**config.mk**
```make
export PLATFORM = sky130hd
export DESIGN_NAME = seq_arith_unit_flat
export DESIGN_NICKNAME = d
export VERILOG_FILES = /design/src/rtl/seq_arith_unit_pkg.sv /design/src/rtl/seq_arith_unit_if.sv /design/src/rtl/seq_arith_unit_addsub.sv /design/src/rtl/seq_arith_unit.sv /design/src/flat_wrapper.sv
export SDC_FILE = /design/constraint.sdc
export NUM_CORES = 1
export LEC_CHECK = 0
export BUFFER_PORTS_ARGS = -buffer_cell sky130_fd_sc_hd__buf_2
export CORE_UTILIZATION = 59
export DETAILED_ROUTE_END_ITERATION = 8
export PLACE_DENSITY = 0.89
export SYNTH_ARGS = -nofsm -noshare
export SYNTH_HDL_FRONTEND = slang
export SYNTH_SLANG_ARGS = --single-unit
```
**constraint.sdc**
```tcl
create_clock -name clk -period 5 [get_ports clk]
set_clock_uncertainty 0.15 [all_clocks]
set_input_delay 0.75 -clock clk [delete_from_list [all_inputs] [get_ports clk]]
set_output_delay 0.75 -clock clk [all_outputs]
set_load 0.01 [all_outputs]
```
**src/rtl/seq_arith_unit_pkg.sv**
```systemverilog
// Shared op encodings and sequencer states for the sequential arithmetic unit.
// Latency: n/a (declarations only).
// Backpressure: n/a.
package arith_pkg;

    localparam logic [1:0] OP_ADD = 2'b00;
    localparam logic [1:0] OP_SUB = 2'b01;
    localparam logic [1:0] OP_MUL = 2'b10;
    localparam logic [1:0] OP_DIV = 2'b11;

    typedef enum logic [1:0] {
        IDLE = 2'd0,
        EXEC = 2'd1,
        ITER = 2'd2,
        DONE = 2'd3
    } state_t;

    // mul and div share the op[1] bit; they are the multi-cycle ops
    function automatic logic is_iterative(input logic [1:0] op);
        return op[1];
    endfunction

endpackage

```
**src/rtl/seq_arith_unit_if.sv**
```systemverilog
// Operand/result bundle between the operand bus and the arithmetic unit.
// Latency: n/a (wires only).
// Backpressure: start is only honoured while busy is low; no queuing.
interface seq_arith_unit_if #(
    parameter int WIDTH = 8
);
    logic                 start;
    logic [1:0]           op;
    logic [WIDTH-1:0]     a_in;
    logic [WIDTH-1:0]     b_in;
    logic                 busy;
    logic                 done;
    logic [2*WIDTH-1:0]   result;
    logic                 div_by_zero;

    modport master (
        output start, op, a_in, b_in,
        input  busy, done, result, div_by_zero
    );

    modport slave (
        input  start, op, a_in, b_in,
        output busy, done, result, div_by_zero
    );
endinterface

```
**src/rtl/seq_arith_unit_addsub.sv**
```systemverilog
// Combinational (WIDTH+1)-bit adder/subtractor shared by every op.
// Latency: 0 cycles.
// Backpressure: none (pure combinational).
module arith_addsub #(
    parameter int WIDTH = 8
) (
    input  logic [WIDTH:0] x,
    input  logic [WIDTH:0] y,
    input  logic           sub,
    output logic [WIDTH:0] sum
);

    // subtract as x + ~y + 1 so one carry chain serves both directions
    always_comb begin
        sum = x + (sub ? ~y : y) + {{WIDTH{1'b0}}, sub};
    end

endmodule

```
**src/rtl/seq_arith_unit.sv**
```systemverilog
// Sequential add/sub/Booth-mul/restoring-div unit with start/busy/done handshake.
// Latency: 2 cycles for add/sub, WIDTH+1 cycles for mul/div.
// Backpressure: start ignored while busy; accepted in IDLE or in the done cycle.
module seq_arith_unit
    import arith_pkg::*;
#(
    parameter int WIDTH = 8
) (
    input  logic          clk,
    input  logic          rst,
    seq_arith_unit_if.slave bus
);

    localparam int CNT_W = $clog2(WIDTH);

    state_t               state;
    state_t               state_nxt;

    logic [1:0]           op_q;
    logic [WIDTH:0]       a_q;       // Booth accumulator / division remainder, with guard bit
    logic [WIDTH-1:0]     q_q;       // multiplier / dividend-then-quotient
    logic                 qm1_q;     // Booth Q-1 bit
    logic [WIDTH-1:0]     m_q;       // multiplicand / divisor / addend
    logic [CNT_W-1:0]     cnt_q;
    logic [2*WIDTH-1:0]   res_q;
    logic                 dbz_q;

    logic                 accept;
    logic                 last_iter;
    logic [WIDTH:0]       a_shl;
    logic [WIDTH:0]       alu_x;
    logic [WIDTH:0]       alu_y;
    logic                 alu_sub;
    logic [WIDTH:0]       alu_sum;
    logic [WIDTH:0]       booth_sel;
    logic [WIDTH:0]       a_nxt;
    logic [WIDTH-1:0]     q_nxt;
    logic                 qm1_nxt;

    assign accept    = bus.start && ((state == IDLE) || (state == DONE));
    assign last_iter = (cnt_q == CNT_W'(WIDTH - 1));
    // {A,Q} shifted left by one, as seen by the divider before its trial subtract
    assign a_shl     = {a_q[WIDTH-1:0], q_q[WIDTH-1]};

    assign bus.busy        = (state == EXEC) || (state == ITER);
    assign bus.done        = (state == DONE);
    assign bus.result      = res_q;
    assign bus.div_by_zero = dbz_q;

    arith_addsub #(.WIDTH(WIDTH)) u_addsub (
        .x   (alu_x),
        .y   (alu_y),
        .sub (alu_sub),
        .sum (alu_sum)
    );

    // Sequencer state register
    always_ff @(posedge clk or negedge rst) begin
        if (!rst) begin
            state <= IDLE;
        end else begin
            state <= state_nxt;
        end
    end

    // Sequencer next-state: a new start may be taken from IDLE or straight out of DONE
    always_comb begin
        state_nxt = state;
        case (state)
            IDLE: begin
                if (bus.start) begin
                    state_nxt = is_iterative(bus.op) ? ITER : EXEC;
                end
            end
            EXEC: state_nxt = DONE;
            ITER: begin
                if (last_iter) begin
                    state_nxt = DONE;
                end
            end
            DONE: begin
                if (bus.start) begin
                    state_nxt = is_iterative(bus.op) ? ITER : EXEC;
                end else begin
                    state_nxt = IDLE;
                end
            end
            default: state_nxt = IDLE;
        endcase
    end

    // Operand muxing onto the shared adder for add/sub, Booth step and trial subtract
    always_comb begin
        alu_x   = {q_q[WIDTH-1], q_q};
        alu_y   = {m_q[WIDTH-1], m_q};
        alu_sub = (op_q == OP_SUB);
        if (state == ITER) begin
            if (op_q == OP_MUL) begin
                alu_x   = a_q;
                alu_sub = ({q_q[0], qm1_q} == 2'b10);
            end else begin
                alu_x   = a_shl;
                alu_y   = {1'b0, m_q};
                alu_sub = 1'b1;
            end
        end
    end

    // One iteration of Booth (add/sub then arithmetic shift) or restoring division
    always_comb begin
        booth_sel = a_q;
        a_nxt     = a_q;
        q_nxt     = q_q;
        qm1_nxt   = qm1_q;
        if (op_q == OP_MUL) begin
            if (q_q[0] != qm1_q) begin
                booth_sel = alu_sum;
            end
            a_nxt   = {booth_sel[WIDTH], booth_sel[WIDTH:1]};
            q_nxt   = {booth_sel[0], q_q[WIDTH-1:1]};
            qm1_nxt = q_q[0];
        end else if (alu_sum[WIDTH]) begin
            // trial difference went negative: keep the shifted remainder, quotient bit 0
            a_nxt = a_shl;
            q_nxt = {q_q[WIDTH-2:0], 1'b0};
        end else begin
            a_nxt = alu_sum;
            q_nxt = {q_q[WIDTH-2:0], 1'b1};
        end
    end

    // Datapath registers: latch on accept, step in ITER, publish result on the last step
    always_ff @(posedge clk or negedge rst) begin
        if (!rst) begin
            op_q  <= 2'b00;
            a_q   <= '0;
            q_q   <= '0;
            qm1_q <= 1'b0;
            m_q   <= '0;
            cnt_q <= '0;
            res_q <= '0;
            dbz_q <= 1'b0;
        end else if (accept) begin
            op_q  <= bus.op;
            a_q   <= '0;
            q_q   <= bus.a_in;
            qm1_q <= 1'b0;
            m_q   <= bus.b_in;
            cnt_q <= '0;
            dbz_q <= 1'b0;
        end else if (state == EXEC) begin
            res_q <= {{(WIDTH-1){alu_sum[WIDTH]}}, alu_sum};
        end else if (state == ITER) begin
            a_q   <= a_nxt;
            q_q   <= q_nxt;
            qm1_q <= qm1_nxt;
            cnt_q <= cnt_q + 1'b1;
            if (last_iter) begin
                // with a zero divisor the remainder path ends holding the dividend
                if ((op_q == OP_DIV) && (m_q == '0)) begin
                    res_q <= {a_nxt[WIDTH-1:0], {WIDTH{1'b1}}};
                    dbz_q <= 1'b1;
                end else begin
                    res_q <= {a_nxt[WIDTH-1:0], q_nxt};
                end
            end
        end
    end

endmodule

```
**src/flat_wrapper.sv**
```systemverilog
// flat-port wrapper written by rule: the top's interface ports become plain ports
module seq_arith_unit_flat import arith_pkg::*;
#(
    parameter int WIDTH = 8
)
  (clk, rst, bus_start, bus_op, bus_a_in, bus_b_in, bus_busy, bus_done, bus_result, bus_div_by_zero);
  seq_arith_unit_if #(.WIDTH(WIDTH)) bus_i ();
  input  logic clk;
  input  logic rst;
  input wire logic [$bits(bus_i.start)-1:0] bus_start;
  input wire logic [$bits(bus_i.op)-1:0] bus_op;
  input wire logic [$bits(bus_i.a_in)-1:0] bus_a_in;
  input wire logic [$bits(bus_i.b_in)-1:0] bus_b_in;
  output wire logic [$bits(bus_i.busy)-1:0] bus_busy;
  output wire logic [$bits(bus_i.done)-1:0] bus_done;
  output wire logic [$bits(bus_i.result)-1:0] bus_result;
  output wire logic [$bits(bus_i.div_by_zero)-1:0] bus_div_by_zero;
  assign bus_i.start = bus_start;
  assign bus_i.op = bus_op;
  assign bus_i.a_in = bus_a_in;
  assign bus_i.b_in = bus_b_in;
  assign bus_busy = bus_i.busy;
  assign bus_done = bus_i.done;
  assign bus_result = bus_i.result;
  assign bus_div_by_zero = bus_i.div_by_zero;
  seq_arith_unit #(.WIDTH(WIDTH)) u_core (.clk(clk), .rst(rst), .bus(bus_i));
endmodule
```
==> qor.yml, run 1 <==
status:
  status: "finished clean"
die:
  pin_count: 40
  die_w_um: 77.1
  core_um2: 5270
  dieHeight_um: 77.1
  fp-row-count: 26
  die_area_um2: 5940
  initial_core_util_pct: 63.1
yosys:
  synth_xor_area_share_pct: 4.44
  yosys.area_share.simple_pct: 17.8
  yosys_warnings: 0
  synth_compound_area_share_pct: 25.3
  yosysSeqAreaShare_pct: 37.6
  synth_area_um2: 3330
  async_reset_ff_share_pct: 100
  syn_nets: 434
  synth_fa_ha_area_share_pct: 6.24
  syn_avg_cell_area_um2: 8.38
  synthMuxAreaShare_pct: 3.91
  synth_edf_count: 0
  synth_top_family_by_area: "compound AO/OA/AOI/OAI gates"
  synth-seq-cells: 50
  synthCells: 397
  ys_types: 52
  synth-main-ff-cell: "dfrtp_1"
worst_setup_path:
  cp_max_fo: 23
  critPathRequiredTime_ps: 5040
  critPathArrivalTime_ps: 4580
  start_kind: "flop"
  critPathKind: "flop to flop"
  worst_setup_path_end_kind: "flop"
cts:
  cts_max_level: 2
  clock_latency_ps: 310
  clockRootBuffer: "clkbuf_8"
  cts_resized: 0
  clkTransAtPathRegs_ps: 80
  cts_tree: "built"
  cts_sinks: 50
  clock_path_buffers: 2
  cts_setup_buffers: 0
  hold_buffers: 0
  cts_buffers: 5
min_path:
  hold_class: "flop to flop"
routing:
  vias: 3053
  first_iter_violations: 273
  wire_per_inst_um: 16.9
  dr.pass1.iters: 5
  ant_nets: 0
  routed_wl_um: 8370
  drc_errors: 0
  vias_per_cell: 6.18
grt:
  overflow: 0
  grt_max_degree: 51
  antenna_found_initial: 0
  grt_pass1_vias: 2998
  grt_pass1_wl_um: 14300
  gr-usage-all-layers_pct: 30.7
timing:
  finalSetupTns_ps: 0
  min_period_ps: 4540
  final_max_slew_viol_count: 0
  post-route-period-util_pct: 90.8
  slew_headroom_pct: 27.0
  max_freq_mhz: 220
  final-hold-violation-count: 0
  rsz0062_at_grt: "false"
  tightest_slew_ps: 1100
  setup_viol: 0
placement:
  portBuffers: 39
  routabilityCongestion: 0.968
  dp_hpwl_um: 6100
layout:
  drive_gt1_share_pct: 14.4
  n_antenna_cell: 0
  fin_nets: 461
  areaGrowthSynthToFinish_pct: 9.18
job:
  cap_violations: 0
-- cell type report --
type	instances	area (um2)
Clock buffer	5	68.8
Inverter	13	48.8
Timing Repair Buffer	45	240
Sequential cell	50	1250
Tap cell	70	87.6
Clock inverter	2	10.0
Multi-Input combinational cell	309	1930
Fill cell	447	1640
-- metrics by stage --
step	cells	area [um2]	util [%]	setup slack, ps	hold WS (ps)
3_5_place_dp	487	3550	67.4	514	315
5_1_grt	494	3630	68.9	66.2	352
4_1_cts	494	3630	68.9	487	335
2_1_floorplan	397	3330	-	1430	304
6_report	494	3630	68.9	458	330
3_3_place_gp	487	3550	67.4	787	308
-- worst max-delay path, stage by stage (launching register included) --
cell      delay, ps
dfrtp_1         410
inv_1           140
ha_1            510
o21ai_1         240
a21oi_4         390
xor2_1          260
inv_1            90
fa_1            460
nor2b_1         170
nor2_1           60
o211ai_1        250
a31oi_1         190
xnor2_2         160
buf_4           220
o211ai_1        230
o311ai_1        160
a221o_1         340
-- sequential cells by signal, indices dropped and copies added, names as in the netlist --
signal and flops:
u_core.bus.div_by_zero 1, u_core.a_q 9, u_core.op_q 2, u_core.cnt_q 3, u_core.q_q 8, u_core.state 2
u_core.m_q 8, u_core.bus.result 16, u_core.qm1_q 1
-- cells in the mapped netlist, types with 2 or more instances --
cell | count | area share, %
nand3_1 | 5 | 0.75
mux2i_1 | 13 | 3.9
a32o_1 | 3 | 0.90
o2111ai_1 | 2 | 0.53
xnor2_1 | 5 | 1.3
nor2b_1 | 6 | 1.1
nand2b_1 | 6 | 1.1
clkbuf_1 | 18 | 2.0
nor2_1 | 33 | 3.7
nand2_1 | 80 | 9.0
o21ai_1 | 3 | 0.45
a31o_2 | 2 | 0.53
o21a_1 | 2 | 0.45
o31ai_1 | 3 | 0.68
a22o_1 | 4 | 1.1
dfrtp_1 | 50 | 38
ha_1 | 15 | 5.6
o211ai_1 | 8 | 1.8
buf_1 | 3 | 0.34
a31oi_1 | 9 | 1.7
a21oi_1 | 26 | 3.9
xor2_1 | 10 | 2.6
o21ai_0 | 29 | 4.4
buf_2 | 3 | 0.45
nor4_1 | 2 | 0.38
a221oi_1 | 5 | 1.3
o32ai_1 | 2 | 0.53
a21o_1 | 11 | 2.5
inv_1 | 13 | 1.5
o22ai_1 | 2 | 0.38
a211oi_1 | 3 | 0.68
-- cell usage in the layout (no fill, tap or decap), types with 3 or more instances in the layout --
master,n
o21ai_0,27
o211ai_1,8
mux2i_1,13
a31oi_1,9
nand3_1,5
a221oi_1,5
a22o_1,4
xnor2_1,5
nor2_1,33
nand2b_1,6
a21oi_1,26
a211oi_1,3
xor2_1,10
o21ai_1,4
buf_2,39
buf_4,6
a32o_1,3
dfrtp_1,50
nand2_1,80
o31ai_1,3
clkbuf_8,5
ha_1,15
nor2b_1,6
inv_1,13
a21o_1,11
-- per-layer routing --
| metal | GRT usage (%) | part of all wire, % | routed length [um] |
|---|---|---|---|
| met5 | 0 | 0 | 0 |
| met4 | 15.3 | 3.6 | 305 |
| met3 | 4.88 | 8.4 | 704 |
| met2 | 48.9 | 46 | 3830 |
| met1 | 40.6 | 42 | 3520 |
-- cell families after synthesis --
group | Yosys count
AND/OR/NAND/NOR | 139
multiplexers | 13
XOR/XNOR | 16
buffers and inverters | 38
adder cells (fa/ha/maj) | 16
AO/OA/AOI/OAI | 125
flip-flops | 50
-- worst paths after layout --
| kind | startpoint | end | slack, ps | depth (start not counted) |
|---|---|---|---|---|
| min | u_core.bus.result[9] | u_core.bus.result[9] | 330 | 2 |
| max | u_core.state[0] | u_core.bus.result[15] | 460 | 16 |
| max in group asynchronous | rst | u_core.a_q[8] | 3530 | 1 |
| max reg2reg | u_core.state[0] | u_core.bus.result[15] | 460 | 16 |
| min reg2reg | u_core.bus.result[9] | u_core.bus.result[9] | 330 | 2 |
| min in group asynchronous | rst | u_core.op_q[1] | 500 | 1 |
Power of run 1 is left out: the tool's default activity adds up to more than one toggle a clock period on the data nets, which glitch-free logic cannot reach.
==> run 2, diff against run 1 <==
--- a/config.mk
+++ b/config.mk
@@ -7,4 +7,5 @@
 export LEC_CHECK = 0
 export BUFFER_PORTS_ARGS = -buffer_cell sky130_fd_sc_hd__buf_2
+export CORE_ASPECT_RATIO = 1.5
 export CORE_UTILIZATION = 59
 export DETAILED_ROUTE_END_ITERATION = 8
==> constraint.sdc (replaced) <==
create_clock -name clk -period 5 [get_ports clk]
set_clock_uncertainty 0.15 [all_clocks]
set_input_delay 1.5 -clock clk [delete_from_list [all_inputs] [get_ports clk]]
set_output_delay 1.5 -clock clk [all_outputs]
set_load 0.01 [all_outputs]
==> qor.yml, run 2 (same netlist as run 1, synthesis figures left out) <==
placement:
  portBuffers: 39
  routabilityCongestion: 0.909
  dp_hpwl_um: 6370
die:
  core_um2: 5450
  dieHeight_um: 94.0
  initial_core_util_pct: 61.0
  fp-row-count: 33
  die_area_um2: 5950
  pin_count: 40
  die_w_um: 63.3
layout:
  areaGrowthSynthToFinish_pct: 9.82
  drive_gt1_share_pct: 14.8
  fin_nets: 462
  most-common-layout-cells: "80 x nand2_1, 50 x dfrtp_1, 39 x buf_2"
  final_common_cell: "nand2_1"
  seq_area_um2: 1250
  largest_reg_flops: 16
  n_antenna_cell: 0
  fillers: 453
  multiInputGateArea_um2: 1930
cts:
  cts_setup_buffers: 0
  cts_resized: 0
  cts_sinks: 50
  cts_max_level: 2
  cts_buffers: 5
  clock_latency_ps: 320
  clockRootBuffer: "clkbuf_8"
  cts_tree: "built"
  clkTransAtPathRegs_ps: 100
  clock_path_buffers: 2
  hold_buffers: 0
timing:
  min_period_ps: 4140
  holdWs_ps: 333
  final-hold-violation-count: 0
  post-route-period-util_pct: 82.8
  finalSetupTns_ps: 0
  setup_viol: 0
  max_freq_mhz: 242
  rsz0062_at_grt: "false"
  tightest_slew_ps: 1090
  slew_headroom_pct: 27.0
  final_max_slew_viol_count: 0
worst_setup_path:
  start_kind: "flop"
  rr_worst_depth: 16
  reg2reg_to: "u_core.bus.result[13]"
  crit_buf_inv: 3
  max_stage_delay_ps: 420
  critPathTopFamily: "compound AO/OA/AOI/OAI gates"
  regToRegSetupSlack_ps: 860
  cp_slowest_cell: "fa_1"
  critPathArrivalTime_ps: 4210
  critPathKind: "flop to flop"
  crit_path_frequent_cell: "mux2i_1"
  regToRegStartpoint: "u_core.state[0]"
  cp_max_fo: 27
  worstPathCellList: "inv_1, ha_1, buf_4, and4bb_2, a211oi_1, mux2i_1, fa_1, nor2b_1, nor2_1, o211ai_1, a31oi_1, xnor2_2, buf_4, mux2i_1, mux2i_1, o31ai_1"
  worst_setup_path_end_kind: "flop"
  critPathRequiredTime_ps: 5070
min_path:
  hold_class: "flop to flop"
  holdPathEnd: "u_core.bus.result[11]"
  hold-path-cell-count: 2
  min_from: "u_core.bus.result[11]"
grt:
  grt_max_degree: 51
  overflow: 0
  gr-usage-all-layers_pct: 30.1
  grt_pass1_wl_um: 13900
  antenna_found_initial: 0
  grt_pass1_vias: 2988
routing:
  ant_nets: 0
  dr.pass1.iters: 5
  wl_met3_um: 501
  highest_layer: "met4"
  wl_met2_um: 4400
  routed_wl_um: 8520
  vias: 3129
  wl_met1_um: 3240
  drc_errors: 0
  vias_per_cell: 6.31
  wire_per_inst_um: 17.2
  first_iter_violations: 319
status:
  status: "finished clean"
job:
  cap_violations: 0
run 2: final cells by class:
type	count	area share (%)
Timing Repair Buffer	46	6.78
Multi-Input combinational cell	309	52.7
Inverter	13	1.34
Clock inverter	3	0.651
Clock buffer	5	1.88
Tap cell	70	2.40
Sequential cell	50	34.2
run 2: worst max-delay path by stage:
stage                          from               endpoint  slack (ps)  cells after the start
floorplan           u_core.state[0]  u_core.bus.result[15]        1430                     15
global placement    u_core.state[0]          u_core.a_q[4]        1090                     16
detailed placement  u_core.state[0]  u_core.bus.result[13]         890                     16
CTS                 u_core.state[0]  u_core.bus.result[13]         870                     16
global route        u_core.state[0]  u_core.bus.result[13]         530                     16
finish              u_core.state[0]  u_core.bus.result[13]         860                     16
run 2: routing by layer:
metal,global-route usage (%),up-vias
li1,-,1466
met1,33.5,1467
met2,53.0,159
met3,5.22,37
met4,18.2,0
met5,0,-
run 2: worst reg2reg max path: stages (launching register included):
cell	delay (ps)
dfrtp_1	400
inv_1	100
ha_1	230
buf_4	220
and4bb_2	260
a211oi_1	320
mux2i_1	160
fa_1	420
nor2b_1	160
nor2_1	60
o211ai_1	220
a31oi_1	170
xnor2_2	320
buf_4	290
mux2i_1	210
mux2i_1	110
o31ai_1	240
run 2: metrics by stage:
stage | setup WS, ps | utilization (%) | std cells | cell area (um2)
finish | 860 | 67.0 | 496 | 3650
CTS | 871 | 67.0 | 496 | 3650
floorplan | 1430 | - | 397 | 3330
global placement | 1090 | 65.3 | 488 | 3560
detailed placement | 892 | 65.3 | 488 | 3560
global route | 533 | 67.0 | 496 | 3650
Power of run 2 is left out for the same reason.
==> run 3, diff against run 2 <==
ABC_AREA = 1   (was not set)
clock period = 4.3 ns   (was 5 ns; I/O delays follow)
==> qor.yml, run 3 <==
status:
  status: "finished clean"
worst_setup_path:
  cp_slowest_cell: "fa_1"
  crit_path_frequent_cell: "nand2_1"
  cp_max_fo: 23
  crit_buf_inv: 3
  critPathKind: "flop to flop"
  worst_setup_path_end_kind: "flop"
  max_stage_delay_ps: 450
  critPathRequiredTime_ps: 4380
  critPathTopFamily: "simple AND/OR/NAND/NOR gates"
  worstPathCellList: "inv_2, nand2_2, clkinv_1, nor2_1, o22ai_1, fa_1, o21ai_1, a21oi_1, inv_1, nand3_2, nand2_2, nand2_1, nand2_1, nand2_1, nand2_1, nand2_1, o21ai_1"
  start_kind: "flop"
  critPathArrivalTime_ps: 3690
min_path:
  hold_class: "flop to flop"
routing:
  wire_per_inst_um: 15.3
  vias_per_cell: 5.76
  routed_wl_um: 8460
  first_iter_violations: 256
  ant_nets: 0
  dr.pass1.iters: 7
  drc_errors: 0
  vias: 3190
yosys:
  ys_types: 36
  async_reset_ff_share_pct: 100
  synth-main-ff-cell: "dfrtp_1"
  yosysSeqAreaShare_pct: 37.7
  synth_area_leaders: "dfrtp_1 38%, nand2_1 17%, ha_1 5.7%, inv_1 5.1%, o21ai_0 4.2%"
  synth-seq-cells: 50
  synth_top_area_share_pct: 37.7
  synthCells: 450
  yosys_warnings: 0
  netlist_top_cells_count: "147 x nand2_1, 50 x dfrtp_1, 45 x inv_1"
  synth_area_leader_cell: "dfrtp_1"
  syn_nets: 487
  synth_area_um2: 3320
  syn_avg_cell_area_um2: 7.37
  synth_edf_count: 0
  synth.most_common_cell: "nand2_1"
die:
  core_um2: 5450
  die_w_um: 63.2
  dieHeight_um: 93.8
  initial_core_util_pct: 60.9
  pin_count: 40
  fp-row-count: 33
  die_area_um2: 5930
timing:
  max_freq_mhz: 277
  rsz0062_at_grt: "false"
  setup_slack_ps: 685
  slew_headroom_pct: 28.1
  min_period_ps: 3610
  setup_viol: 0
  finalSetupTns_ps: 0
  final-hold-violation-count: 0
  tightest_slew_ps: 1080
  final_max_slew_viol_count: 0
  post-route-period-util_pct: 84.1
cts:
  cts_setup_buffers: 0
  cts_resized: 0
  clock_latency_ps: 310
  cts_tree: "built"
  cts_sinks: 50
  clkTransAtPathRegs_ps: 100
  hold_buffers: 0
  cts_max_level: 2
  clock_path_buffers: 2
  cts_buffers: 5
  clockRootBuffer: "clkbuf_8"
job:
  cap_violations: 0
placement:
  pre_cts_slack_ps: 768
  portBuffers: 39
  dp_hpwl_um: 6560
  place_area_um2: 3540
  routabilityCongestion: 0.998
layout:
  drive_gt1_share_pct: 16.5
  fin_nets: 520
  most-common-layout-cells: "147 x nand2_1, 50 x dfrtp_1, 45 x inv_1"
  areaGrowthSynthToFinish_pct: 10.5
  n_antenna_cell: 0
  largest_reg_flops: 16
  fin_area_um2: 3660
  final_common_cell: "nand2_1"
grt:
  antenna_found_initial: 0
  overflow: 0
  grt_pass1_wl_um: 14400
  grt_max_degree: 51
  gr-usage-all-layers_pct: 31.3
  grt_pass1_vias: 3086
## run 3: cell types whose count changed in the layout (fill, tap and decap cells not counted), moves of 9 or more
cell,before,now
nand2_1,80,147
nand3_1,5,17
nor2_1,33,23
inv_1,13,45
a21oi_2,0,9
a21o_1,11,0
mux2i_1,13,0
o21ai_1,4,14
## run 3: cells by family (layout without fill, tap and decap cells)
group	Yosys count	after routing	synth area share (%)
AND/OR/NAND/NOR	202	202	25.2
AO/OA/AOI/OAI	106	106	19.8
buffers and inverters	64	98	7.81
flip-flops	50	50	37.7
adder cells (fa/ha/maj)	16	16	6.26
XOR/XNOR	12	12	3.17
## run 3: path summary, 6_finish.rpt
| kind | from | endpoint | slack, ps | depth (start not counted) |
|---|---|---|---|---|
| min reg2reg | u_core.bus.result[3] | u_core.bus.result[3] | 340 | 2 |
| max | u_core.op_q[0] | u_core.a_q[7] | 690 | 17 |
| min in group asynchronous | rst | u_core.bus.result[14] | 1010 | 1 |
| max reg2reg | u_core.op_q[0] | u_core.a_q[7] | 690 | 17 |
| max in group asynchronous | rst | u_core.a_q[4] | 2310 | 1 |
| min | u_core.bus.result[3] | u_core.bus.result[3] | 340 | 2 |
## run 3: tightest hold or removal path: cells and delay by family, from the launching register on
family / cells / cell delay [ps]
DFF: 1 / 350
and+or+nand+nor: 2 / 100
## run 3: layout make-up
cell class,count,area [um2]
multi-input combinational,336,1810
inverter,48,180
timing repair buffer,42,218
sequential,50,1250
tap,70,87.6
clock inverter,2,38.8
fill,485,1790
clock buffer,6,82.6
## run 3: metal layers
layer  GRT usage, %  wire (um)
met1           35.9       3270
met3           4.61        388
met2           54.2       4290
met5              0          0
met4           19.9        518
## run 3: metrics by stage
stage | hold WS, ps | util (%) | instances
global placement | 312 | 65.0 | 546
detailed placement | 314 | 65.0 | 546
finish | 337 | 67.2 | 554
global route | 380 | 67.2 | 554
floorplan | 315 | - | 450
CTS | 340 | 67.2 | 554
Power of run 3 is left out for the same reason.
